**src/rtl/pixel_dispatcher_if.sv**
```systemverilog
// Pixel offer bus between the dispatcher and its array of neuron cores:
// one-hot offer, per-neuron ready/busy and the broadcast pixel payload.
interface pixel_dispatcher_if #(
  parameter int WIDTH     = 32,
  parameter int N_NEURONS = 4
);
  logic [N_NEURONS-1:0]    pixel_valid;
  logic [N_NEURONS-1:0]    pixel_ready;
  logic [N_NEURONS-1:0]    neuron_busy;
  logic signed [WIDTH-1:0] c_re;
  logic signed [WIDTH-1:0] c_im;
  logic [15:0]             pixel_id;

  modport master (
    output pixel_valid, c_re, c_im, pixel_id,
    input  pixel_ready, neuron_busy
  );

  modport slave (
    input  pixel_valid, c_re, c_im, pixel_id,
    output pixel_ready, neuron_busy
  );
endinterface

```
**src/rtl/pixel_dispatcher.sv**
```systemverilog
// Raster-scan pixel dispatcher feeding N Mandelbrot neuron cores round-robin.
// Optional stall/frame cycle counters are built when PIXEL_DISPATCH_STATS_EN is defined.
module pixel_dispatcher #(
  parameter int WIDTH     = 32,
  parameter int FRAC      = 28,
  parameter int N_NEURONS = 4,
  parameter int H_RES     = 160,
  parameter int V_RES     = 120
) (
  input  logic                    clk,
  input  logic                    rst_n,
  input  logic                    start,
  input  logic                    abort,
  input  logic signed [WIDTH-1:0] re_start,
  input  logic signed [WIDTH-1:0] im_start,
  input  logic signed [WIDTH-1:0] step,
  pixel_dispatcher_if.master      pix,
  output logic                    running,
  output logic                    frame_done
`ifdef PIXEL_DISPATCH_STATS_EN
  ,
  output logic [31:0]             stall_cycles,
  output logic [31:0]             frame_cycles
`endif
);

  localparam int IDX_W = (N_NEURONS > 1) ? $clog2(N_NEURONS) : 1;
  localparam int X_W   = (H_RES > 1) ? $clog2(H_RES) : 1;
  localparam int Y_W   = (V_RES > 1) ? $clog2(V_RES) : 1;

  localparam logic [X_W-1:0]       X_LAST   = X_W'(H_RES - 1);
  localparam logic [Y_W-1:0]       Y_LAST   = Y_W'(V_RES - 1);
  localparam logic [N_NEURONS-1:0] ONE_HOT0 = N_NEURONS'(1);

  generate
    if (N_NEURONS < 1 || N_NEURONS > 16) begin : g_bad_neurons
      $error("pixel_dispatcher: N_NEURONS must be 1..16");
    end
    if (H_RES * V_RES > 65536 || H_RES < 1 || V_RES < 1) begin : g_bad_frame
      $error("pixel_dispatcher: frame must hold 1..65536 pixels");
    end
    if (FRAC >= WIDTH) begin : g_bad_frac
      $error("pixel_dispatcher: FRAC must be below WIDTH");
    end
  endgenerate

  typedef enum logic [1:0] {
    S_IDLE,
    S_RUN,
    S_DRAIN
  } state_t;

  state_t                  state;
  logic [X_W-1:0]          x;
  logic [Y_W-1:0]          y;
  logic [IDX_W-1:0]        rr;
  logic signed [WIDTH-1:0] re_lat;
  logic signed [WIDTH-1:0] step_lat;

  logic [IDX_W-1:0]        grant;
  logic                    any_ready;
  logic [N_NEURONS-1:0]    offer;
  logic                    xfer;
  logic                    start_ok;

  function automatic logic [IDX_W-1:0] wrap_idx(input logic [IDX_W-1:0] base, input int off);
    int s;
    s = int'(base) + off;
    if (s >= N_NEURONS) s = s - N_NEURONS;
    return IDX_W'(s);
  endfunction

  // Coordinates wrap modulo 2^WIDTH on purpose; no saturation.
  function automatic logic signed [WIDTH-1:0] coord_add(input logic signed [WIDTH-1:0] a,
                                                        input logic signed [WIDTH-1:0] b);
    return a + b;
  endfunction

  function automatic logic signed [WIDTH-1:0] coord_sub(input logic signed [WIDTH-1:0] a,
                                                        input logic signed [WIDTH-1:0] b);
    return a - b;
  endfunction

  // Walk offsets from the highest down so the smallest offset from rr wins.
  always_comb begin
    grant     = '0;
    any_ready = 1'b0;
    for (int i = N_NEURONS - 1; i >= 0; i--) begin
      if (pix.pixel_ready[wrap_idx(rr, i)]) begin
        grant     = wrap_idx(rr, i);
        any_ready = 1'b1;
      end
    end
  end

  assign offer           = ONE_HOT0 << grant;
  assign pix.pixel_valid = (state == S_RUN && !abort && any_ready) ? offer : '0;
  assign xfer            = |(pix.pixel_valid & pix.pixel_ready);
  // A start landing on the frame_done cycle belongs to the finished frame and is dropped.
  assign start_ok        = (state == S_IDLE) && start && !abort && !frame_done;

  always_ff @(posedge clk or negedge rst_n) begin
    if (!rst_n) begin
      state        <= S_IDLE;
      x            <= '0;
      y            <= '0;
      rr           <= '0;
      re_lat       <= '0;
      step_lat     <= '0;
      pix.c_re     <= '0;
      pix.c_im     <= '0;
      pix.pixel_id <= '0;
      running      <= 1'b0;
      frame_done   <= 1'b0;
    end else begin
      frame_done <= 1'b0;
      case (state)
        S_IDLE: begin
          if (start_ok) begin
            re_lat       <= re_start;
            step_lat     <= step;
            pix.c_re     <= re_start;
            pix.c_im     <= im_start;
            pix.pixel_id <= '0;
            x            <= '0;
            y            <= '0;
            running      <= 1'b1;
            state        <= S_RUN;
          end
        end
        S_RUN: begin
          if (abort) begin
            running <= 1'b0;
            state   <= S_IDLE;
          end else if (xfer) begin
            rr           <= wrap_idx(grant, 1);
            pix.pixel_id <= pix.pixel_id + 16'd1;
            if (x != X_LAST) begin
              x        <= x + 1'b1;
              pix.c_re <= coord_add(pix.c_re, step_lat);
            end else begin
              x        <= '0;
              y        <= y + 1'b1;
              pix.c_re <= re_lat;
              pix.c_im <= coord_sub(pix.c_im, step_lat);
              if (y == Y_LAST) state <= S_DRAIN;
            end
          end
        end
        S_DRAIN: begin
          if (abort) begin
            running <= 1'b0;
            state   <= S_IDLE;
          end else if (pix.neuron_busy == '0) begin
            frame_done <= 1'b1;
            running    <= 1'b0;
            state      <= S_IDLE;
          end
        end
        default: begin
          running <= 1'b0;
          state   <= S_IDLE;
        end
      endcase
    end
  end

`ifdef PIXEL_DISPATCH_STATS_EN
  logic cnt_on;

  function automatic logic [31:0] sat_inc(input logic [31:0] v);
    return (v == 32'hFFFF_FFFF) ? v : v + 32'd1;
  endfunction

  // frame_cycles includes the start cycle and the frame_done cycle, then holds.
  always_ff @(posedge clk or negedge rst_n) begin
    if (!rst_n) begin
      stall_cycles <= '0;
      frame_cycles <= '0;
      cnt_on       <= 1'b0;
    end else if (start_ok) begin
      stall_cycles <= '0;
      frame_cycles <= 32'd1;
      cnt_on       <= 1'b1;
    end else begin
      if (state == S_RUN && !any_ready) stall_cycles <= sat_inc(stall_cycles);
      if (cnt_on) begin
        frame_cycles <= sat_inc(frame_cycles);
        if (frame_done || abort) cnt_on <= 1'b0;
      end
    end
  end
`endif

endmodule

```
**src/flat_wrapper.sv**
```systemverilog
// flat-port wrapper written by rule: the top's interface ports become plain ports
module pixel_dispatcher_flat 
#(
  parameter int WIDTH     = 32,
  parameter int FRAC      = 28,
  parameter int N_NEURONS = 4,
  parameter int H_RES     = 160,
  parameter int V_RES     = 120
)
  (clk, rst_n, start, abort, re_start, im_start, step, running, frame_done, pix_pixel_valid, pix_c_re, pix_c_im, pix_pixel_id, pix_pixel_ready, pix_neuron_busy);
  pixel_dispatcher_if #(.WIDTH(WIDTH), .N_NEURONS(N_NEURONS)) pix_i ();
  input  logic clk;
  input  logic rst_n;
  input  logic start;
  input  logic abort;
  input  logic signed [WIDTH-1:0] re_start;
  input  logic signed [WIDTH-1:0] im_start;
  input  logic signed [WIDTH-1:0] step;
  output logic running;
  output logic frame_done;
  output wire logic [$bits(pix_i.pixel_valid)-1:0] pix_pixel_valid;
  output wire logic [$bits(pix_i.c_re)-1:0] pix_c_re;
  output wire logic [$bits(pix_i.c_im)-1:0] pix_c_im;
  output wire logic [$bits(pix_i.pixel_id)-1:0] pix_pixel_id;
  input wire logic [$bits(pix_i.pixel_ready)-1:0] pix_pixel_ready;
  input wire logic [$bits(pix_i.neuron_busy)-1:0] pix_neuron_busy;
  assign pix_pixel_valid = pix_i.pixel_valid;
  assign pix_c_re = pix_i.c_re;
  assign pix_c_im = pix_i.c_im;
  assign pix_pixel_id = pix_i.pixel_id;
  assign pix_i.pixel_ready = pix_pixel_ready;
  assign pix_i.neuron_busy = pix_neuron_busy;
  pixel_dispatcher #(.WIDTH(WIDTH), .FRAC(FRAC), .N_NEURONS(N_NEURONS), .H_RES(H_RES), .V_RES(V_RES)) u_core (.clk(clk), .rst_n(rst_n), .start(start), .abort(abort), .re_start(re_start), .im_start(im_start), .step(step), .pix(pix_i), .running(running), .frame_done(frame_done));
endmodule
```
**config.mk**
```make
export PLATFORM = sky130hd
export DESIGN_NAME = pixel_dispatcher_flat
export DESIGN_NICKNAME = d
export VERILOG_FILES = /design/src/rtl/pixel_dispatcher_if.sv /design/src/rtl/pixel_dispatcher.sv /design/src/flat_wrapper.sv
export SDC_FILE = /design/constraint.sdc
export NUM_CORES = 1
export LEC_CHECK = 0
export CORE_ASPECT_RATIO = 1.25
export CORE_MARGIN = 4
export CORE_UTILIZATION = 55
export CTS_BUF_LIST = sky130_fd_sc_hd__clkbuf_4 sky130_fd_sc_hd__clkbuf_8
export DETAILED_ROUTE_END_ITERATION = 16
export GPL_TIMING_DRIVEN = 0
export PLACE_DENSITY = 0.83
export RECOVER_POWER = 100
export SLEW_MARGIN = 25
export SYNTH_ARGS = -nofsm -noshare
export SYNTH_HDL_FRONTEND = slang
export SYNTH_SLANG_ARGS = --single-unit
```
**constraint.sdc**
```tcl
create_clock -name clk -period 3.6 [get_ports clk]
set_clock_uncertainty 0.1 [all_clocks]
set_input_delay 0.54 -clock clk [delete_from_list [all_inputs] [get_ports clk]]
set_output_delay 0.54 -clock clk [all_outputs]
set_load 0.02 [all_outputs]
```
== After elaboration in Yosys (flattened, before gate mapping) ==
Cells that the tools add are included.

* Add/sub/neg operators: 14
* Order comparisons: 9
* Eq/ne operators: 13
* Shift-type cells: 1
* Multiplexer cells: 62
* Bitwise gates (word level): 2
* Reductions and logical operators: 17

{| class="wikitable"
|+ Operators with widths
! operator !! number
|-
| $mux W32 || 8
|-
| $pmux W32 S2 || 2
|-
| $mux W16 || 3
|-
| $add A32 B32 Y32 || 1
|-
| $mux W2 || 16
|-
| $mux W8 || 4
|-
| $pmux W16 S2 || 1
|-
| $sub A32 B32 Y32 || 1
|-
| $mux W7 || 4
|-
| $add A16 B1 Y16 const B || 1
|-
| $pmux W8 S2 || 1
|-
| $mux W1 || 15
|-
| $pmux W7 S2 || 1
|-
| $ge A3 B3 Y1 const B || 4
|-
| $lt A2 B3 Y1 const B || 4
|-
| $reduce_and A5 Y1 || 2
|-
| $sub A2 B1 Y2 const B || 5
|-
| $add A8 B1 Y8 const B || 1
|-
| $bmux W1 S2 || 4
|-
| $ne A8 B8 Y1 const B || 1
|-
| $add A7 B1 Y7 const B || 1
|-
| $eq A7 B7 Y1 const B || 1
|-
| $add A2 B1 Y3 const B || 2
|-
| $add A2 B2 Y3 const B || 2
|-
| 22 further kinds || 33
|}

* Register bits after elaboration: 165
* Input bits: 108
* Output and inout bits: 86
* Word-level logic and storage cells: 129

== Longest topological paths before layout ==
Gate-level depths: netlist of run 1.

* Depth in word-level cells: 16
* Mapped depth: 14
* Depth with buffers taken out: 14

== Worst setup path after synthesis of run 1 ==
OpenSTA, ideal clock, no wires.

* Path type: register to register
* Start point: reg u_core.pix.c_re[0]
* End point: reg u_core.pix.c_re[16]
* Setup time: 126 ps
* Arrival time: 2,719 ps
* Required time: 3,374 ps
* Path slack: 655 ps
* Stages on the path, launching flop included: 13
* Path buffers: 0
* Clock period less this slack: 2,945 ps
* Cell sequence: dfrtp_1 > ha_1 > inv_1 > fa_1 > nand2b_1 > a21oi_1 > a221oi_2 > o31ai_1 > a21oi_1 > o21ai_0 > xnor2_1 > a211oi_1 > a221o_1

* Word-level cells in the longest chain between the ends: 5

{| class="wikitable"
|+ Ends and longest elaborated chain
! element !! RTL line !! source
|-
| from (decl) || pixel_dispatcher_if.sv:15 || <nowiki>output pixel_valid, c_re, c_im, pixel_id,</nowiki>
|-
| from (signal assigned) || pixel_dispatcher.sv:122 || <nowiki>pix.c_re <= re_start;</nowiki>
|-
| from (signal assigned) || pixel_dispatcher.sv:140 || <nowiki>pix.c_re <= coord_add(pix.c_re, step_lat);</nowiki>
|-
| from (signal assigned) || pixel_dispatcher.sv:144 || <nowiki>pix.c_re <= re_lat;</nowiki>
|-
| $add A32 B32 Y32 || pixel_dispatcher.sv:76 || <nowiki>return a + b;</nowiki>
|-
| $mux W32 || pixel_dispatcher.sv:138 || <nowiki>if (x != X_LAST) begin</nowiki>
|-
| $mux W32 || pixel_dispatcher.sv:135 || <nowiki>end else if (xfer) begin</nowiki>
|-
| $mux W32 || pixel_dispatcher.sv:132 || <nowiki>if (abort) begin</nowiki>
|-
| $pmux W32 S2 || pixel_dispatcher.sv:117 || <nowiki>case (state)</nowiki>
|}

No other way between the ends. The select of a mux whose other input is x is not followed.
A chain may end at the register's enable or synchronous reset.

== Worst setup path in the final report of run 1 ==
* Start point: in pix_pixel_ready[0]
* End point: reg u_core.pix.c_re[11]

* Word-level cells in the longest chain between the ends: 12
* Elaborated cells on any way between the ends: 23
* Those cells by class: eq/ne (1); shift (1); mux (17); bitwise (1); reduce/logical (3)

{| class="wikitable"
|+ Ends and longest elaborated chain
! element !! RTL line !! source
|-
| from (decl) || flat_wrapper.sv:25 || <nowiki>input wire logic [$bits(pix_i.pixel_ready)-1:0] pix_pixel_ready;</nowiki>
|-
| $bmux W1 S2 || pixel_dispatcher.sv:89 || <nowiki>if (pix.pixel_ready[wrap_idx(rr, i)]) begin</nowiki>
|-
| $mux W1 (not written as such) || pixel_dispatcher.sv:89 ||
|-
| $mux W2 / $mux W1 (equally long branches) (4 in a row) || pixel_dispatcher.sv:89 ||
|-
| $shl A1 B2 Y4 / $logic_and A1 B1 Y1 (equally long branches) || pixel_dispatcher.sv:96, pixel_dispatcher.sv:97 ||
|-
| $mux W4 || pixel_dispatcher.sv:97 || <nowiki>assign pix.pixel_valid = (state == S_RUN && !abort && any_ready) ? offer : '0;</nowiki>
|-
| $and A4 B4 Y4 * || pixel_dispatcher.sv:98 || <nowiki>assign xfer = |(pix.pixel_valid & pix.pixel_ready);</nowiki>
|-
| $reduce_or A4 Y1 * || pixel_dispatcher.sv:98 ||
|-
| $ne A2 B1 Y1 (no line) * || n/a ||
|-
| $reduce_and A4 Y1 (no line) * || n/a ||
|}

Mark *: on every way between the ends. The rest lies on a longest branch, timed or not. The select of a mux whose other input is x is not followed.

==> impl_metrics.toml, run 1 <==
[status]
outcome = "finished with violations"
violations = "max-capacitance violations, max-slew violations"

[yosys]
syn_inst = 1302
ys_types = 76
postSynthAreaPerCell_um2 = 8.24
synth_async_sr_flop_share_pct = 100
yosysSeqAreaShare_pct = 38.5
synth-main-ff-cell = "dfrtp_1"
synth_seq_cells = 165
synth_edf_count = 0
ys_warn_count = 0
syn-num-nets = 1481
syn-cell-area_um2 = 10700

[global_route]
grt_remaining_overflow = 0
grt_max_degree = 94
grt_pass1_vias = 10400
grt_use_total_pct = 31.8
grt_pass1_wl_mm = 54.7
antenna_found_initial = 0

[run]
cap_violations = 1

[sta]
final-max-slew-violation-count = 73
hold_violations = 0
min_period_ps = 3410
timing.hold.ws_ps = 385
fmax_ghz = 0.294
tightest_slew_ps = 1890
fin_tns_setup_ps = 0
rsz0062_at_grt = "no"
finalCritPeriodShare_pct = 94.6
setup_violations = 0
max_slew_margin_pct = -26.1

[setup_path]
slowest_stage = "clkbuf_1"
cp_max_fo = 10
critPathArrivalTime_ps = 3690
crit_chain = "clkdlybuf4s50_1, a21oi_1, o21a_1, o22a_1, inv_1, ha_1, a22oi_1, nand2_1, nand2_2, nand2_1, clkbuf_1, o21ai_0, o21ai_0"
worstPathRequired_ps = 3890
crit_path_max_incr_delay_ps = 620
cp-end-kind = "register"
critPathKind = "input pin to register"
critPathLaunchType = "input pin"

[clocking]
clock-sinks = 165
clkLatencyLatePin_ps = 480
clk_pin_slew_ps = 90
numCtsBuffers = 17
cts_htree_levels = 4
cts_root_buffer = "clkbuf_8"
clk_path_buf_depth = 2
tritoncts = "yes"

[floorplanning]
core_region_area_um2 = 19000
rows = 56
ioPinCount = 194
die_area_um2 = 21800
start_util_pct = 56.5
fp.dieW_um = 133
die_h_um = 164

[final_layout]
antenna_cells = 0
nets = 1695
final_cell_mix = "252 x nand2_1, 165 x dfrtp_1, 133 x o21ai_0"
area_delta_synth_final_pct = 26.0
layout-drive-gt1-share_pct = 5.36
final_common_cell = "nand2_1"

[power_and_ir_drop]
power_leakage_nw = 6.25
ir_drop_v = 0.000498
powerDensity_nw_per_um2 = 789

[place]
portBuffers = 193
gp_congestion = 0.928
place_hpwl_mm = 26.9

[drt]
wl_per_cell_um = 19.7
vias = 10700
drc = 0
viasPerCell = 5.99
routed_wl_mm = 35.3
drt_iter0_drc = 899
firstDrtPassIters = 5
antenna_left = 0

[hold_path]
hold_path_class = "register to register"
path summary, 6_finish.rpt:
kind	startpoint	to	slack, ps	cells past startpoint
min in group asynchronous	rst_n	u_core.pix.c_re[9]	1000	2
worst max-delay path	pix_pixel_ready[0]	u_core.pix.c_re[11]	190	13
max in group asynchronous	rst_n	u_core.step_lat[28]	1150	3
worst max register to register	u_core.step_lat[0]	u_core.pix.c_re[24]	270	12
worst min register to register	u_core.re_lat[20]	u_core.re_lat[20]	380	2
worst min-delay path	u_core.re_lat[20]	u_core.re_lat[20]	380	2
critical path: cells and delay by family:
kind                       cells  cell delay, ps
and+or+nand+nor                3             690
AOI/OAI and AO/OA              6            1000
buffers and inverters          3            1310
adders and majority gates      1             160
cell families (layout without fill, tap and decap cells):
| logic type | count (synthesis) | in the layout | share of synthesized area, % |
|---|---|---|---|
| AND/OR/NAND/NOR | 481 | 481 | 19.8 |
| AO/OA/AOI/OAI | 406 | 406 | 23.6 |
| flip-flops | 165 | 165 | 38.5 |
| buffers and inverters | 117 | 344 | 4.51 |
| adder cells (fa/ha/maj) | 71 | 71 | 8.42 |
| XOR/XNOR | 55 | 55 | 4.49 |
| multiplexers | 7 | 7 | 0.653 |
metal layers:
layer  up-vias  GRT usage (%)  share of wire [%]
met5         -              0                  0
met4         0           11.5                3.0
met3        85           5.67                8.3
met2       514           53.4                 48
met1      5073           41.4                 41
li1       5042              -                  -
Yosys cell counts (all sizes together) (3+ instances only):
cell / number / area share, %
a221o: 3 / 0.28
dfrtp: 165 / 38
inv: 59 / 2.1
o221ai: 3 / 0.24
o211ai: 12 / 0.84
nor3b: 4 / 0.28
o21ai: 136 / 6.4
o22ai: 4 / 0.23
nor2b: 6 / 0.35
a22oi: 4 / 0.28
or3: 7 / 0.41
nand2: 253 / 8.9
or4: 3 / 0.21
nor2: 86 / 3.0
o31ai: 10 / 0.70
o21a: 7 / 0.49
xnor2: 21 / 1.7
o21bai: 7 / 0.52
nand3: 34 / 1.6
ha: 69 / 8.0
o41ai: 3 / 0.42
mux2i: 7 / 0.65
and2: 9 / 0.54
xor2: 34 / 2.8
a211oi: 12 / 0.93
a221oi: 4 / 0.38
nand2b: 7 / 0.41
nor3: 29 / 1.4
a21o: 42 / 3.0
o311a: 5 / 0.68
and3: 17 / 1.0
a21oi: 116 / 5.5
buf: 5 / 0.17
nand4: 14 / 0.82
clkbuf: 51 / 1.9
nor4: 3 / 0.17
or2: 3 / 0.17
a31oi: 19 / 1.1
per-stage QoR:
stage | utilization [%] | worst slack [ps] | power (W) | instances | area [um^2]
floorplan | - | 655 | 0.00716 | 1302 | 10700
global placement | 68.4 | -4920 | 0.00907 | 1756 | 13000
detailed placement | 68.6 | -1050 | 0.00920 | 1757 | 13000
CTS | 71.0 | 34.8 | 0.0107 | 1790 | 13500
global route | 71.2 | 13.0 | 0.0114 | 1790 | 13500
finish | 71.2 | 193 | 0.0107 | 1790 | 13500
registers in the layout, indices dropped and copies added (netlist names):
name                 count
u_core.state             2
u_core.rr                2
u_core.pix.c_im         32
u_core.re_lat           32
u_core.frame_done        1
u_core.running           1
u_core.y                 7
u_core.step_lat         32
u_core.pix.c_re         32
u_core.pix.pixel_id     16
u_core.x                 8
final cells by class:
type / count / area (um^2)
Inverter: 59 / 221
Tap cell: 261 / 327
Multi-Input combinational cell: 1020 / 6160
Sequential cell: 165 / 4130
Clock buffer: 18 / 248
Buffer: 58 / 285
Timing Repair Buffer: 195 / 1960
Fill cell: 1514 / 5470
Clock inverter: 14 / 189
where the power goes:
| part | internal [W] | total [W] | switching [W] |
|---|---|---|---|
| clock | 0.000728 | 0.00151 | 0.000779 |
| sequential | 0.00238 | 0.00293 | 0.000550 |
| combinational | 0.00265 | 0.00623 | 0.00358 |
what timing repair did:
action | 4_1_cts | 5_1_grt
pin swaps | 0 | 1
setup endpoints to repair | 74 | 57
cloned | 0 | 0
hold endpoints to repair | 72 | 0
gates resized for setup | 12 | 19
buffers inserted | 0 | 0
hold buffers | 1 | 0
No activity file was read; power rests on OpenSTA's default activity.
==> inputs of run 2 (changes only) <==
Settings changed: CAP_MARGIN from default to 15.
==> results of run 2 <==
The final DEF is identical to that of run 1; final timing and power are the same.
==> inputs of run 3 (changes only) <==
Settings changed: CORE_UTILIZATION 55 to 58, DONT_BUFFER_PORTS from default to 1, PLACE_DENSITY 0.83 to default, PLACE_DENSITY_LB_ADDON from default to 0.05.
==> impl_metrics.toml, run 3 (synthesized netlist as in run 1, its figures left out) <==
[final_layout]
final_common_cell = "nand2_1"
final_util_pct = 63.0
fillerInstances = 1656
multi_input_area_um2 = 6140
seq_area_um2 = 4130
layout-drive-gt1-share_pct = 5.62
fin_cells = 1563
final_cell_mix = "252 x nand2_1, 165 x dfrtp_1, 133 x o21ai_0"
nets = 1500
area_delta_synth_final_pct = 6.73

[floorplanning]
rows = 55
core_region_area_um2 = 18200
die_area_um2 = 20800
die_h_um = 160
fp.dieW_um = 130
ioPinCount = 194
start_util_pct = 59.1

[power_and_ir_drop]
p_switching_w = 0.00468
power_leakage_nw = 5.36
p_sw_share_pct = 47.9
p_clk_share_pct = 14.5
intPower_w = 0.00510
ir_drop_v = 0.000472
power_frac_seq_pct = 35.2
p_total_w = 0.00978
comb_power_share_pct = 50.3
powerDensity_nw_per_um2 = 854

[setup_path]
cp_max_fo = 10
crit_top_cell = "nand2_1"
critPathLaunchType = "register"
slowest_stage = "clkbuf_1"
worstReg2RegStart = "u_core.rr[1]"
crit_buf_inv = 2
r2r_setup_slack_ps = 160
cp-end-kind = "register"
reg2reg_depth = 12
worstPathRequired_ps = 3860
critPathArrivalTime_ps = 3700
crit_chain = "mux2i_1, a211oi_2, inv_1, ha_1, a22oi_1, nand2_1, nand2_2, nand2_1, o21ai_2, clkbuf_1, o21ai_0, o41ai_1"
crit_path_max_incr_delay_ps = 520
rr_endpoint = "u_core.y[6]"
critPathKind = "register to register"
critical-path-top-delay-family = "compound AO/OA/AOI/OAI gates"

[sta]
min_period_ps = 3440
tightest_slew_ps = 937
fin_tns_setup_ps = 0
setup_violations = 0
max_slew_margin_pct = 37.5
finalCritPeriodShare_pct = 95.5
hold_violations = 165
final-max-slew-violation-count = 0
timing.hold.ws_ps = -344
fin_ws_ps = 160
fmax_ghz = 0.291
rsz0062_at_grt = "no"

[clocking]
clk_pin_slew_ps = 90
post_cts_buffers = 0
cts_htree_levels = 4
tritoncts = "yes"
clk_path_buf_depth = 2
numCtsBuffers = 17
cts_root_buffer = "clkbuf_8"
clock-sinks = 165
clkLatencyLatePin_ps = 480

[run]
cap_violations = 0

[drt]
vias = 9696
firstDrtPassIters = 5
viasPerCell = 6.20
wl_per_cell_um = 21.1
drt_iter0_drc = 785
drc = 0
routed_wl_mm = 33.0
antenna_left = 0

[global_route]
antenna_found_initial = 0
grt_pass1_vias = 9404
grt_remaining_overflow = 0
grt_use_total_pct = 32.0
grt_pass1_wl_mm = 51.2
grt_max_degree = 166

[place]
dp_slack_ps = -570
portBuffers = 0
dp_cells = 1530
place_hpwl_mm = 24.8
gp_congestion = 0.933

[status]
violations = "negative hold slack"
outcome = "finished with violations"

[hold_path]
hold_path_class = "input pin to async pin"
==> run 3: cell types whose count changed in the layout (fill, tap and decap cells not counted), sizes merged <==
cell	change
buf	-3
clkdlybuf4s50	-108
inv	-3
clkinv	+1
clkinvlp	+2
bufinv	-1
diode	+1
dlygate4sd3	-85
clkbuf	+2
==> run 3: area by class of cell <==
class / instances / area share [%]
multi-input combinational: 1020 / 53.6
sequential: 165 / 36.1
tap: 228 / 2.49
buffer: 58 / 2.39
clock buffer: 19 / 2.23
inverter: 59 / 1.93
clock inverter: 13 / 1.29
antenna: 1 / 0.0219
==> run 3: how the worst max path moves through the flow <==
stage / from / cells past startpoint / slack (ps) / end
detailed placement: pix_pixel_ready[0] / 13 / -570 / u_core.pix.c_re[24]
CTS: u_core.rr[1] / 11 / 10 / u_core.pix.c_re[5]
finish: u_core.rr[1] / 12 / 160 / u_core.y[6]
global placement: pix_pixel_ready[0] / 13 / -500 / u_core.pix.c_re[24]
global route: u_core.pix.c_re[0] / 12 / 3 / u_core.pix.c_re[24]
floorplan: u_core.pix.c_re[0] / 12 / 650 / u_core.pix.c_re[16]
==> run 3: what timing repair did <==
action,4_1_cts,5_1_grt
resized for setup,8,12
hold endpoints to repair,165,165
gates cloned,0,0
endpoints found under the setup margin,74,24
==> run 3: power by group through the flow <==
stage	logic, W	registers, W	clock network, W
2_1_floorplan	0.00394	0.00322	0
4_1_cts	0.00487	0.00343	0.00142
3_3_place_gp	0.00474	0.00345	0
6_report	0.00492	0.00344	0.00142
5_1_grt	0.00554	0.00350	0.00151
3_5_place_dp	0.00483	0.00347	0
==> run 3: through the flow <==
step	area [um^2]	hold slack (ps)
floorplan	10700	144
global placement	11000	149
detailed placement	11000	151
CTS	11400	-362
global route	11400	-379
finish	11500	-344
==> run 3: per-layer routing <==
layer | routed length [um] | GRT usage, %
met4 | 1030 | 11.4
met5 | 0 | 0
met2 | 15600 | 51.3
met3 | 2980 | 9.17
met1 | 13400 | 41.1
